<file path="src/rtl/sdr_data_path_pipe_pkg.sv">
// -----------------------------------------------------------------------------
// sdr_dp_pkg
// Shared constants and helpers for the SDR SDRAM data path.
//   - DSIZE_DEFAULT : data bus width used when no override is given
//   - legal ranges for WR_DLY, CAS_LAT, RD_EXTRA and BURST_LEN
//   - cnt_width()   : width of the read burst counter
// -----------------------------------------------------------------------------
package sdr_dp_pkg;

    localparam int DSIZE_DEFAULT = 32;

    localparam int WR_DLY_MIN   = 1;
    localparam int WR_DLY_MAX   = 4;
    localparam int CAS_LAT_MIN  = 2;
    localparam int CAS_LAT_MAX  = 3;
    localparam int RD_EXTRA_MAX = 2;

    // Burst counter must be able to hold BURST_LEN itself.
    function automatic int cnt_width(input int burst_len);
        return $clog2(burst_len + 1);
    endfunction

    function automatic bit burst_len_legal(input int burst_len);
        return (burst_len == 1) || (burst_len == 2) ||
               (burst_len == 4) || (burst_len == 8);
    endfunction

endpackage

</file>
<file path="src/rtl/sdr_data_path_pipe_if.sv">
// -----------------------------------------------------------------------------
// sdr_data_path_pipe_if
// Bundles the host/pad side signals of the SDR data path.
//   master : environment side (control path, host, SDRAM DQ input)
//   slave  : the data path itself
// Signals:
//   OE, DATAIN, DM   write request, data and byte masks from the host
//   RD_CMD           one-cycle pulse issued with the READ command
//   DQIN             SDRAM DQ input
//   DQOUT, DQ_OE, DQM  delayed write data, pad enable and data masks
//   DATAOUT, DATAOUT_VALID, RD_LAST  captured read words to the host
// -----------------------------------------------------------------------------
interface sdr_data_path_pipe_if
    import sdr_dp_pkg::*;
#(
    parameter int DSIZE = DSIZE_DEFAULT
);
    logic                 OE;
    logic [DSIZE-1:0]     DATAIN;
    logic [DSIZE/8-1:0]   DM;
    logic                 RD_CMD;
    logic [DSIZE-1:0]     DQIN;
    logic [DSIZE-1:0]     DQOUT;
    logic                 DQ_OE;
    logic [DSIZE/8-1:0]   DQM;
    logic [DSIZE-1:0]     DATAOUT;
    logic                 DATAOUT_VALID;
    logic                 RD_LAST;

    modport master (
        output OE, DATAIN, DM, RD_CMD, DQIN,
        input  DQOUT, DQ_OE, DQM, DATAOUT, DATAOUT_VALID, RD_LAST
    );

    modport slave (
        input  OE, DATAIN, DM, RD_CMD, DQIN,
        output DQOUT, DQ_OE, DQM, DATAOUT, DATAOUT_VALID, RD_LAST
    );
endinterface

</file>
<file path="src/rtl/sdr_data_path_pipe_delay_line.sv">
// -----------------------------------------------------------------------------
// sdr_delay_line
// Plain shift register of DEPTH stages, each WIDTH bits, cleared to zero by
// the asynchronous reset. dout presents din delayed by DEPTH rising edges.
//   CLK    clock
//   RESET  asynchronous active-high reset
//   din    data into stage 0
//   dout   output of the last stage
// -----------------------------------------------------------------------------
module sdr_delay_line #(
    parameter int WIDTH = 1,
    parameter int DEPTH = 1
) (
    input  logic             CLK,
    input  logic             RESET,
    input  logic [WIDTH-1:0] din,
    output logic [WIDTH-1:0] dout
);
    genvar gi;
    generate
        for (gi = 0; gi < DEPTH; gi++) begin : g_stage
            logic [WIDTH-1:0] q_reg;
            if (gi == 0) begin : g_head
                always_ff @(posedge CLK or posedge RESET) begin
                    if (RESET) q_reg <= '0;
                    else       q_reg <= din;
                end
            end else begin : g_tail
                always_ff @(posedge CLK or posedge RESET) begin
                    if (RESET) q_reg <= '0;
                    else       q_reg <= g_stage[gi-1].q_reg;
                end
            end
        end
    endgenerate

    assign dout = g_stage[DEPTH-1].q_reg;
endmodule

</file>
<file path="src/rtl/sdr_data_path_pipe.sv">
// -----------------------------------------------------------------------------
// sdr_data_path_pipe
// Parametrised SDR SDRAM data path between the control path and the pads.
//   Write path: {OE, DM, DATAIN} delayed WR_DLY edges onto DQ_OE/DQM/DQOUT.
//               DQM is held at zero while a read word is being captured and
//               the pads are not driving, so reads are never masked.
//   Read path : RD_CMD travels a token line of CAS_LAT+RD_EXTRA stages; when
//               it emerges, BURST_LEN consecutive DQIN words are captured
//               into DATAOUT with DATAOUT_VALID, RD_LAST on the final word.
//               A token emerging mid-burst restarts the burst (read
//               interrupt): the old burst ends without RD_LAST.
// Ports:
//   CLK    system clock, rising edge
//   RESET  asynchronous active-high reset
//   bus    sdr_data_path_pipe_if.slave (host, pad and read-return signals)
// -----------------------------------------------------------------------------
module sdr_data_path_pipe
    import sdr_dp_pkg::*;
#(
    parameter int DSIZE     = DSIZE_DEFAULT,
    parameter int WR_DLY    = 2,
    parameter int CAS_LAT   = 2,
    parameter int RD_EXTRA  = 0,
    parameter int BURST_LEN = 4
) (
    input  logic                 CLK,
    input  logic                 RESET,
    sdr_data_path_pipe_if.slave  bus
);
    localparam int NB = DSIZE / 8;
    localparam int WW = 1 + NB + DSIZE;
    localparam int RL = CAS_LAT + RD_EXTRA;
    localparam int CW = cnt_width(BURST_LEN);
    localparam logic [CW-1:0] BL_M1 = CW'(BURST_LEN - 1);

    // ---------------------------------------------------------------------
    // Elaboration-time parameter checks
    // ---------------------------------------------------------------------
    generate
        if ((DSIZE < 8) || (DSIZE % 8 != 0)) begin : g_bad_dsize
            $error("sdr_data_path_pipe: DSIZE=%0d must be a multiple of 8", DSIZE);
        end
        if ((WR_DLY < WR_DLY_MIN) || (WR_DLY > WR_DLY_MAX)) begin : g_bad_wr_dly
            $error("sdr_data_path_pipe: WR_DLY=%0d out of range", WR_DLY);
        end
        if ((CAS_LAT < CAS_LAT_MIN) || (CAS_LAT > CAS_LAT_MAX)) begin : g_bad_cas
            $error("sdr_data_path_pipe: CAS_LAT=%0d out of range", CAS_LAT);
        end
        if ((RD_EXTRA < 0) || (RD_EXTRA > RD_EXTRA_MAX)) begin : g_bad_extra
            $error("sdr_data_path_pipe: RD_EXTRA=%0d out of range", RD_EXTRA);
        end
        if (!burst_len_legal(BURST_LEN)) begin : g_bad_bl
            $error("sdr_data_path_pipe: BURST_LEN=%0d not 1/2/4/8", BURST_LEN);
        end
    endgenerate

    // ---------------------------------------------------------------------
    // Write path
    // ---------------------------------------------------------------------
    logic [WW-1:0]    wr_in;
    logic [WW-1:0]    wr_out;
    logic             dq_oe_dly;
    logic [NB-1:0]    dm_dly;
    logic [DSIZE-1:0] dq_dly;

    assign wr_in = {bus.OE, bus.DM, bus.DATAIN};

    sdr_delay_line #(
        .WIDTH (WW),
        .DEPTH (WR_DLY)
    ) u_wr_dly (
        .CLK   (CLK),
        .RESET (RESET),
        .din   (wr_in),
        .dout  (wr_out)
    );

    assign dq_oe_dly = wr_out[WW-1];
    assign dm_dly    = wr_out[DSIZE +: NB];
    assign dq_dly    = wr_out[DSIZE-1:0];

    // ---------------------------------------------------------------------
    // Read token line
    // ---------------------------------------------------------------------
    logic tok_emerge;

    sdr_delay_line #(
        .WIDTH (1),
        .DEPTH (RL)
    ) u_rd_tok (
        .CLK   (CLK),
        .RESET (RESET),
        .din   (bus.RD_CMD),
        .dout  (tok_emerge)
    );

    // ---------------------------------------------------------------------
    // Capture
    // The edge that consumes the emerging token already captures the first
    // word, so cnt_reg holds the number of words still due after the one
    // just taken. A word is sampled on the next edge whenever the token is
    // at the end of the line or cnt_reg is nonzero.
    // ---------------------------------------------------------------------
    logic [CW-1:0]    cnt_reg, cnt_next;
    logic [DSIZE-1:0] dataout_reg, dataout_next;
    logic             valid_reg, valid_next;
    logic             last_reg, last_next;
    logic             capture_active;

    assign capture_active = tok_emerge | (cnt_reg != '0);

    always_comb begin
        cnt_next     = cnt_reg;
        dataout_next = dataout_reg;
        valid_next   = 1'b0;
        last_next    = 1'b0;
        if (tok_emerge) begin
            // New or interrupting burst: restart the count, the truncated
            // burst never reaches its last word.
            cnt_next     = BL_M1;
            dataout_next = bus.DQIN;
            valid_next   = 1'b1;
            last_next    = (BURST_LEN == 1);
        end else if (cnt_reg != '0) begin
            cnt_next     = cnt_reg - CW'(1);
            dataout_next = bus.DQIN;
            valid_next   = 1'b1;
            last_next    = (cnt_reg == CW'(1));
        end
    end

    always_ff @(posedge CLK or posedge RESET) begin
        if (RESET) begin
            cnt_reg     <= '0;
            dataout_reg <= '0;
            valid_reg   <= 1'b0;
            last_reg    <= 1'b0;
        end else begin
            cnt_reg     <= cnt_next;
            dataout_reg <= dataout_next;
            valid_reg   <= valid_next;
            last_reg    <= last_next;
        end
    end

    // ---------------------------------------------------------------------
    // Outputs
    // ---------------------------------------------------------------------
    assign bus.DQOUT         = dq_dly;
    assign bus.DQ_OE         = dq_oe_dly;
    assign bus.DQM           = (capture_active && !dq_oe_dly) ? '0 : dm_dly;
    assign bus.DATAOUT       = dataout_reg;
    assign bus.DATAOUT_VALID = valid_reg;
    assign bus.RD_LAST       = last_reg;

endmodule

</file>
<file path="src/flat_wrapper.sv">
// flat-port wrapper written by rule: the top's interface ports become plain ports
module sdr_data_path_pipe_flat import sdr_dp_pkg::*;
#(
    parameter int DSIZE     = DSIZE_DEFAULT,
    parameter int WR_DLY    = 2,
    parameter int CAS_LAT   = 2,
    parameter int RD_EXTRA  = 0,
    parameter int BURST_LEN = 4
)
  (CLK, RESET, bus_OE, bus_DATAIN, bus_DM, bus_RD_CMD, bus_DQIN, bus_DQOUT, bus_DQ_OE, bus_DQM, bus_DATAOUT, bus_DATAOUT_VALID, bus_RD_LAST);
  sdr_data_path_pipe_if #(.DSIZE(DSIZE)) bus_i ();
  input  logic CLK;
  input  logic RESET;
  input wire logic [$bits(bus_i.OE)-1:0] bus_OE;
  input wire logic [$bits(bus_i.DATAIN)-1:0] bus_DATAIN;
  input wire logic [$bits(bus_i.DM)-1:0] bus_DM;
  input wire logic [$bits(bus_i.RD_CMD)-1:0] bus_RD_CMD;
  input wire logic [$bits(bus_i.DQIN)-1:0] bus_DQIN;
  output wire logic [$bits(bus_i.DQOUT)-1:0] bus_DQOUT;
  output wire logic [$bits(bus_i.DQ_OE)-1:0] bus_DQ_OE;
  output wire logic [$bits(bus_i.DQM)-1:0] bus_DQM;
  output wire logic [$bits(bus_i.DATAOUT)-1:0] bus_DATAOUT;
  output wire logic [$bits(bus_i.DATAOUT_VALID)-1:0] bus_DATAOUT_VALID;
  output wire logic [$bits(bus_i.RD_LAST)-1:0] bus_RD_LAST;
  assign bus_i.OE = bus_OE;
  assign bus_i.DATAIN = bus_DATAIN;
  assign bus_i.DM = bus_DM;
  assign bus_i.RD_CMD = bus_RD_CMD;
  assign bus_i.DQIN = bus_DQIN;
  assign bus_DQOUT = bus_i.DQOUT;
  assign bus_DQ_OE = bus_i.DQ_OE;
  assign bus_DQM = bus_i.DQM;
  assign bus_DATAOUT = bus_i.DATAOUT;
  assign bus_DATAOUT_VALID = bus_i.DATAOUT_VALID;
  assign bus_RD_LAST = bus_i.RD_LAST;
  sdr_data_path_pipe #(.DSIZE(DSIZE), .WR_DLY(WR_DLY), .CAS_LAT(CAS_LAT), .RD_EXTRA(RD_EXTRA), .BURST_LEN(BURST_LEN)) u_core (.CLK(CLK), .RESET(RESET), .bus(bus_i));
endmodule
</file>
<file path="config.mk">
export PLATFORM = sky130hd
export DESIGN_NAME = sdr_data_path_pipe_flat
export DESIGN_NICKNAME = d
export VERILOG_FILES = /design/src/rtl/sdr_data_path_pipe_pkg.sv /design/src/rtl/sdr_data_path_pipe_if.sv /design/src/rtl/sdr_data_path_pipe_delay_line.sv /design/src/rtl/sdr_data_path_pipe.sv /design/src/flat_wrapper.sv
export SDC_FILE = /design/constraint.sdc
export NUM_CORES = 1
export LEC_CHECK = 0
export BUFFER_PORTS_ARGS = -buffer_cell sky130_fd_sc_hd__buf_2
export CAP_MARGIN = 20
export CORE_MARGIN = 2
export CORE_UTILIZATION = 37
export DETAILED_ROUTE_END_ITERATION = 12
export SYNTH_ARGS = -nofsm -noshare
export SYNTH_HDL_FRONTEND = slang
export SYNTH_HIERARCHICAL = 1
export SYNTH_SLANG_ARGS = --single-unit
</file>
<file path="constraint.sdc">
create_clock -name CLK -period 2.93 [get_ports CLK]
set_input_delay 0.586 -clock CLK [delete_from_list [all_inputs] [get_ports CLK]]
set_output_delay 0.586 -clock CLK [all_outputs]
set_load 0.01 [all_outputs]
</file>
==> results of run 1 <==
==> worst max-delay path, stage by stage (launching register included) <==
cell and delay (ps):
dfrtp_1 410, inv_1 90, ha_1 220, nor3b_4 220, nor2_1 100, nor2b_1 110
buf_2 130
==> kinds of logic (layout without fill, tap and decap cells) <==
logic type	after synthesis	count (layout)	synth area share [%]
xor gates and xnor gates	1	1	0.258
adders and majority gates	3	3	1.11
buffers and inverters	9	183	1.66
DFF	113	113	83.3
muxes	34	34	11.2
and+or+nand+nor	12	12	2.43
==> Yosys cell counts <==
library cell	number	area share, %
nand2b_1	2	0.37
nor4b_1	1	0.26
nor2_1	3	0.33
nor2b_1	4	0.74
mux2_2	30	10
dfrtp_1	113	83
inv_1	6	0.66
xnor2_1	1	0.26
ha_1	3	1.1
mux2_1	2	0.66
nor3b_4	1	0.55
buf_6	3	1.0
mux2i_1	2	0.59
or2_2	1	0.18
==> per-layer routing <==
layer  global-route usage [%]  up-vias  part of all wire [%]  wire [um]
li1                         -      884                     -          -
met1                     15.0      902                    40       2420
met2                     18.1      113                    45       2690
met3                     9.56        4                    14        839
met4                     5.69        0                  0.63         38
met5                        0        -                     0          0
==> per-stage QoR <==
stage	instance area [um2]	cells	util, %	worst slack [ps]	total power [W]
global route	4850	454	55.1	400	0.00421
CTS	4850	454	55.1	526	0.00410
global placement	4240	422	48.2	1130	0.00200
detailed placement	4240	422	48.2	1080	0.00201
finish	4850	454	55.1	572	0.00403
floorplan	3390	172	-	462	0.00187
==> path summary, 6_finish.rpt <==
path / start / endpoint / slack (ps) / cells past startpoint
worst max register to register: u_core/cnt_reg[0]$_DFFE_PP0P_ / u_core/bus.DATAOUT[9]$_DFFE_PP0P_ / 1070 / 5
worst max-delay path: u_core/cnt_reg[0]$_DFFE_PP0P_ / bus_DQM[0] / 570 / 6
min in group asynchronous: RESET / u_core/u_rd_tok/dout$_DFF_PP0_ / 530 / 3
worst min register to register: u_core/u_rd_tok/g_stage[0].q_reg$_DFF_PP0_ / u_core/u_rd_tok/dout$_DFF_PP0_ / 340 / 0
max in group asynchronous: RESET / u_core/u_wr_dly/dout[21]$_DFF_PP0_ / 1620 / 4
worst min-delay path: bus_DATAIN[26] / u_core/u_wr_dly/g_stage[0].q_reg[26]$_DFF_PP0_ / 190 / 1
==> layout make-up <==
class	count	area (um2)	share of cell area, %
multi-input combinational	50	509	10.5
tap	108	135	2.78
clock buffer	18	428	8.82
timing repair buffer	146	756	15.6
sequential	113	2830	58.3
clock inverter	13	175	3.61
inverter	6	22.5	0.464
==> where the power goes <==
group / leakage (nW) / switching (W) / total, W / internal [W]
sequential: 1.32 / 0.0000363 / 0.00170 / 0.00166
clock: 0.289 / 0.000723 / 0.00205 / 0.00133
combinational: 0.795 / 0.000139 / 0.000276 / 0.000138
total: 2.40 / 0.000898 / 0.00403 / 0.00313
==> out/summary.txt, run 1 <==
fin crit period: 2360 ps
CTS clk-pin slew, worst paths: 60 ps
largest net degree at the start of global routing: 54
relative slew slack: 68.5%
Synth Instances: 172
hold crit path type: input port to flop
Worst-Skew Late Latency: 490 ps
Top Ports: 143
fin nets: 409
vias per cell: 4.19
status: completed
die area: 9950 um2
CP Data Required Time: 2340 ps
average wire per standard cell: 13.2 um
CTS tree: done
Syn Area/Cell: 19.7 um2
initial antenna violation count: 0
Starting Density: 38.5%
most frequent cells in the layout: buf_2, dfrtp_1, mux2_2
crit share post-route: 80.5%
critical path arrival: 1770 ps
post-synthesis net count: 247
Clock Tree Buf Depth: 2
hold buffer count at CTS: 1
Routed WL: 6000 um
area delta synth->final: 43.0%
FF+latch count, synth: 113
number of synthesis warnings: 6
commonest non-fill, non-tap cell in the layout: buf_2
Slew @ Worst Pin: 472 ps
CTS Root Cell: clkbuf_8
DR vias: 1903
Slew Limit Fails: 0
antenna cell count: 0
postcts setup bufs: 0
CP max FO: 4
DRC viols: 0
core area: 8810 um2
Pwr Density: 829 nW/um2
final setup violating endpoints: 0
fmax: 424 MHz
row cnt: 34
setup tns final: 0 ps
Clock Skew: 6.90 ps
post-route antenna net violation count: 0
Die H: 99.8 um
H-tree Lvls: 4
CTS sink cnt: 113
Filler Cell Count: 729
Netlist cell types: 14
Peak VDD IR: 0.466 mV
Die Wd: 99.8 um
hpwl dp: 4220 um
gpl congestion: 0.685
Post-CTS Resized: 0
DR iter-0 viols: 21
CP endpoint kind: output port
number of max-cap violations: 0
Final Hold Viols: 0
layout cells sized above 1: 60.4%
DR pass1 iterations: 4
total leakage power: 2.40 nW
Tot GR Track Use: 13.0%
vias in the first global route: 1938
sequential fraction of the synthesis area: 83.3%
grt ovf: 0
port bufs: 142
CTS Buf Count: 17
startpoint type of the worst setup path: flop
Post-Syn Area: 3390 um2
first-pass GRT wire length: 9600 um
kind of critical path: flop to output port
WHS: 193 ps
unrepaired setup endpoints after global routing: false
(Power assumes the default switching activity.)
==> inputs of run 2 (changes only) <==
==> constraint.sdc (replaced) <==
create_clock -name CLK -period 2.4 [get_ports CLK]
set_input_delay 0.48 -clock CLK [delete_from_list [all_inputs] [get_ports CLK]]
set_output_delay 0.48 -clock CLK [all_outputs]
set_load 0.01 [all_outputs]
==> run 2 against run 1 <==
Net effect:
- clock-buffer cell count fell by 1
- first-iteration DRC count fell by 4.8%
- final cell count did not move
- sequential share of layout area fell by 0.33 points
- register-to-register slack got worse by 510 ps
- highest routed layer unchanged
==> out/summary.txt, run 2 (same netlist as run 1, synthesis figures left out) <==
row cnt: 34
total leakage power: 2.40 nW
antenna cell count: 0
die area: 9950 um2
port bufs: 142
CTS clk-pin slew, worst paths: 60 ps
Die H: 99.8 um
Net Sw Frac: 22.0%
number of max-cap violations: 0
grt ovf: 0
H-tree Lvls: 4
setup tns final: 0 ps
most frequent cells in the layout: buf_2, dfrtp_1, mux2_2
fmax: 446 MHz
Clock power frac: 51.5%
average wire per standard cell: 13.1 um
kind of critical path: flop to output port
gpl congestion: 0.690
DR iter-0 viols: 20
largest net degree at the start of global routing: 75
Slew @ Worst Pin: 469 ps
Final Hold Viols: 0
CP Data Required Time: 1920 ps
final setup violating endpoints: 0
commonest non-fill, non-tap cell in the layout: buf_2
Filler Cell Count: 729
crit share post-route: 93.4%
postcts setup bufs: 0
area delta synth->final: 43.8%
hpwl dp: 4070 um
DR pass1 iterations: 2
core area: 8810 um2
CTS tree: done
hold crit path type: input port to flop
Pwr Density: 1020 nW/um2
CTS Buf Count: 17
Flop pwr share: 41.5%
CP endpoint kind: output port
initial antenna violation count: 0
first-pass GRT wire length: 9380 um
critical path arrival: 1760 ps
area occupied by multi-input gates: 522 um2
Die Wd: 99.8 um
Combinational Power Share: 7.0%
Clock Tree Buf Depth: 2
Layout Cells excl Fill: 454
CTS sink cnt: 113
DR vias: 1912
fin crit period: 2240 ps
post-route antenna net violation count: 0
Slew Limit Fails: 0
unrepaired setup endpoints after global routing: false
layout cells sized above 1: 61.0%
internal cell power: 0.00390 W
status: completed
Peak VDD IR: 0.660 mV
fin nets: 409
Routed WL: 5960 um
switching power: 0.00110 W
CTS Root Cell: clkbuf_8
vias in the first global route: 1977
CP max FO: 4
vias per cell: 4.21
Cells after DPL: 422
Tot GR Track Use: 12.6%
DRC viols: 0
WHS: 89.8 ps
relative slew slack: 68.7%
register area: 2830 um2
startpoint type of the worst setup path: flop
Top Ports: 143
Worst-Skew Late Latency: 490 ps
Starting Density: 38.5%
final core occ: 55.4%
Clock Skew: 7.85 ps
## run 2: cell count changes in the layout (fill, tap and decap cells not counted)
cell	before	now
clkinvlp_4	2	3
inv_6	5	4
clkbuf_8	2	1
inv_1	5	4
ha_1	3	2
bufinv_16	3	4
inv_2	1	2
ha_4	0	1
## run 2: routing by layer
layer	wire length (um)	vias to the layer above	track usage (%)
met5	0	-	0
met4	57	0	5.69
met3	868	6	8.50
met2	2600	111	17.6
met1	2430	910	15.1
li1	-	885	-
## run 2: critical path: stages, from the launching register on
cell,delay [ps]
dfrtp_1,360
inv_1,150
ha_4,180
nor3b_4,210
nor2_1,100
nor2b_1,130
buf_2,140
## run 2: what timing repair did
action,in CTS,in global routing
hold buffers,1,0
setup endpoints to repair,0,4
endpoints found under the hold margin,2,0
resized for setup,0,3
## run 2: final timing paths
kind	slack [ps]	cells past startpoint	to	from
setup / recovery	160	6	bus_DQM[2]	u_core/cnt_reg[1]$_DFFE_PP0P_
hold / removal	90	1	u_core/u_wr_dly/g_stage[0].q_reg[12]$_DFF_PP0_	bus_DATAIN[12]
setup reg to reg	560	5	u_core/bus.DATAOUT[1]$_DFFE_PP0P_	u_core/cnt_reg[1]$_DFFE_PP0P_
hold reg to reg	350	0	u_core/u_wr_dly/dout[24]$_DFF_PP0_	u_core/u_wr_dly/g_stage[0].q_reg[24]$_DFF_PP0_
max in group asynchronous	1400	4	u_core/bus.DATAOUT[17]$_DFFE_PP0P_	RESET
min in group asynchronous	410	3	u_core/u_rd_tok/dout$_DFF_PP0_	RESET
## run 2: final cells by class
class	instances	share of cell area, %
Clock buffer	17	8.49
Tap cell	108	2.77
Clock inverter	14	4.18
Timing Repair Buffer	146	15.5
Multi-Input combinational cell	50	10.7
Inverter	6	0.461
Sequential cell	113	57.9
## run 2: power groups by stage
stage / Sequential (W) / Combinational (W) / Clock (W)
global placement: 0.00210 / 0.000340 / 0
finish: 0.00207 / 0.000352 / 0.00257
global route: 0.00208 / 0.000392 / 0.00273
CTS: 0.00207 / 0.000349 / 0.00262
floorplan: 0.00214 / 0.000140 / 0
detailed placement: 0.00210 / 0.000345 / 0
## run 2: stage by stage
| stage | setup slack [ps] | total power (W) | area, um2 |
|---|---|---|---|
| floorplan | 38.4 | 0.00228 | 3390 |
| global placement | 623 | 0.00244 | 4240 |
| detailed placement | 537 | 0.00245 | 4240 |
| CTS | 98.5 | 0.00504 | 4870 |
| global route | 18.4 | 0.00521 | 4880 |
| finish | 158 | 0.00499 | 4880 |
==> inputs of run 3 (changes only) <==
--- a/config.mk
+++ b/config.mk
@@ -10,6 +10,8 @@
 export CORE_MARGIN = 2
 export CORE_UTILIZATION = 37
 export DETAILED_ROUTE_END_ITERATION = 12
+export GPL_ROUTABILITY_DRIVEN = 0
+export PLACE_DENSITY = 0.67
 export SYNTH_ARGS = -nofsm -noshare
 export SYNTH_HDL_FRONTEND = slang
 export SYNTH_HIERARCHICAL = 1
==> constraint.sdc (replaced) <==
create_clock -name CLK -period 2 [get_ports CLK]
set_input_delay 0.4 -clock CLK [delete_from_list [all_inputs] [get_ports CLK]]
set_output_delay 0.4 -clock CLK [all_outputs]
set_load 0.01 [all_outputs]
==> run 3 against run 2 <==
Net effect:
- the flow now finishes with violations (setup timing)
- cell area is 7.5% higher
- sequential share of layout area decreased by 4.0 points
- critical endpoint is now bus_DQM[3]
- first-iteration DRC count is 5.0% lower
- largest power group unchanged
- non-clock buffer count is 44 higher
- hold slack improved by 31 ps
- register-to-register slack worse by 190 ps
- clock-buffer cell count unchanged
==> out/summary.txt, run 3 (same netlist as run 1, synthesis figures left out) <==
port bufs: 142
register area: 2830 um2
row cnt: 34
Filler Cell Count: 645
DR iter-0 viols: 19
DRC viols: 0
Cells after DPL: 422
CTS Buf Count: 17
Starting Density: 38.5%
Top Ports: 143
Die H: 99.8 um
Layout Cells excl Fill: 499
hold crit path type: input port to flop
largest net degree at the start of global routing: 53
Peak VDD IR: 0.786 mV
Net Sw Frac: 24.9%
Combinational Power Share: 9.1%
hpwl dp: 4210 um
status: finished with violations
Slew Limit Fails: 0
average wire per standard cell: 13.9 um
Flop pwr share: 43.7%
initial antenna violation count: 0
layout cells sized above 1: 56.3%
first-pass GRT wire length: 11300 um
CTS sink cnt: 113
crit share post-route: 101%
CP Data Required Time: 1600 ps
Clock Skew: 7.50 ps
failing checks: setup timing
Routed WL: 6950 um
most frequent cells in the layout: buf_2, dfrtp_1, dlygate4sd3_1
die area: 9950 um2
Slew @ Worst Pin: 501 ps
CP endpoint kind: output port
CTS tree: done
vias in the first global route: 2338
area occupied by multi-input gates: 524 um2
DR vias: 2132
fin nets: 453
setup tns final: -59.5 ps
switching power: 0.00141 W
relative slew slack: 66.5%
Tot GR Track Use: 15.2%
kind of critical path: flop to output port
Die Wd: 99.8 um
total leakage power: 2.55 nW
CTS clk-pin slew, worst paths: 60 ps
CP max FO: 4
final setup violating endpoints: 4
antenna cell count: 0
H-tree Lvls: 4
CTS Root Cell: clkbuf_8
Clock power frac: 47.2%
Pwr Density: 1080 nW/um2
grt ovf: 0
core area: 8810 um2
startpoint type of the worst setup path: flop
internal cell power: 0.00427 W
Clock Tree Buf Depth: 2
post-route antenna net violation count: 0
vias per cell: 4.27
fmax: 495 MHz
area delta synth->final: 54.6%
PnR worst setup slack: -21.7 ps
fin crit period: 2020 ps
number of max-cap violations: 0
commonest non-fill, non-tap cell in the layout: buf_2
critical path arrival: 1620 ps
Worst-Skew Late Latency: 500 ps
Final Hold Viols: 0
DR pass1 iterations: 3
unrepaired setup endpoints after global routing: true
[run 3: metal layers]
metal	up-vias	part of all wire (%)	GRT usage [%]
met5	-	0	0
met4	0	2.0	6.95
met3	13	11	7.59
met2	126	47	23.7
met1	1015	40	17.7
li1	978	-	-
[run 3: power by group through the flow]
stage	clock [W]	combinational, W	sequential, W
3_3_place_gp	0	0.000409	0.00252
2_1_floorplan	0	0.000168	0.00257
3_5_place_dp	0	0.000420	0.00253
4_1_cts	0.00274	0.000515	0.00249
6_report	0.00268	0.000518	0.00249
5_1_grt	0.00287	0.000572	0.00250
[run 3: timing repair]
item                                    CTS  global route
endpoints found under the setup margin    4             4
endpoints found under the hold margin    62             0
setup buffers                             5             1
gates resized for setup                   5             0
pin swaps                                 2             0
hold buffers                             39             0
[run 3: critical path, cell delays in order, from the launching register on]
cell,delay [ps]
dfrtp_1,390
inv_2,80
ha_4,130
nor3b_4,200
nor2_2,80
nor2b_1,110
buf_2,140
[run 3: final cells by class]
cell class / count / area share (%)
clock buffer: 17 / 7.89
clock inverter: 15 / 2.38
inverter: 6 / 0.501
multi-input combinational: 50 / 9.99
sequential: 113 / 53.9
tap: 108 / 2.58
timing repair buffer: 190 / 22.8
[run 3: final timing paths]
check | from | end | slack [ps] | depth (start not counted)
hold reg to reg | u_core/u_wr_dly/g_stage[0].q_reg[5]$_DFF_PP0_ | u_core/u_wr_dly/dout[5]$_DFF_PP0_ | 350 | 0
setup reg to reg | u_core/cnt_reg[0]$_DFFE_PP0P_ | u_core/bus.DATAOUT[5]$_DFFE_PP0P_ | 370 | 6
min in group asynchronous | RESET | u_core/u_rd_tok/dout$_DFF_PP0_ | 350 | 3
hold / removal | bus_DQIN[31] | u_core/bus.DATAOUT[31]$_DFFE_PP0P_ | 120 | 2
setup / recovery | u_core/cnt_reg[0]$_DFFE_PP0P_ | bus_DQM[3] | -20 | 6
max in group asynchronous | RESET | u_core/u_wr_dly/dout[23]$_DFF_PP0_ | 880 | 4
[run 3: through the flow]
stage	worst slack [ps]	power [W]	hold slack [ps]	util (%)	cell area, um2
floorplan	260	0.00273	141	-	3400
global placement	328	0.00293	289	48.3	4260
detailed placement	269	0.00294	294	48.3	4260
CTS	-51.1	0.00574	103	59.5	5240
global route	-139	0.00595	119	59.6	5250
finish	-21.7	0.00568	121	59.6	5250
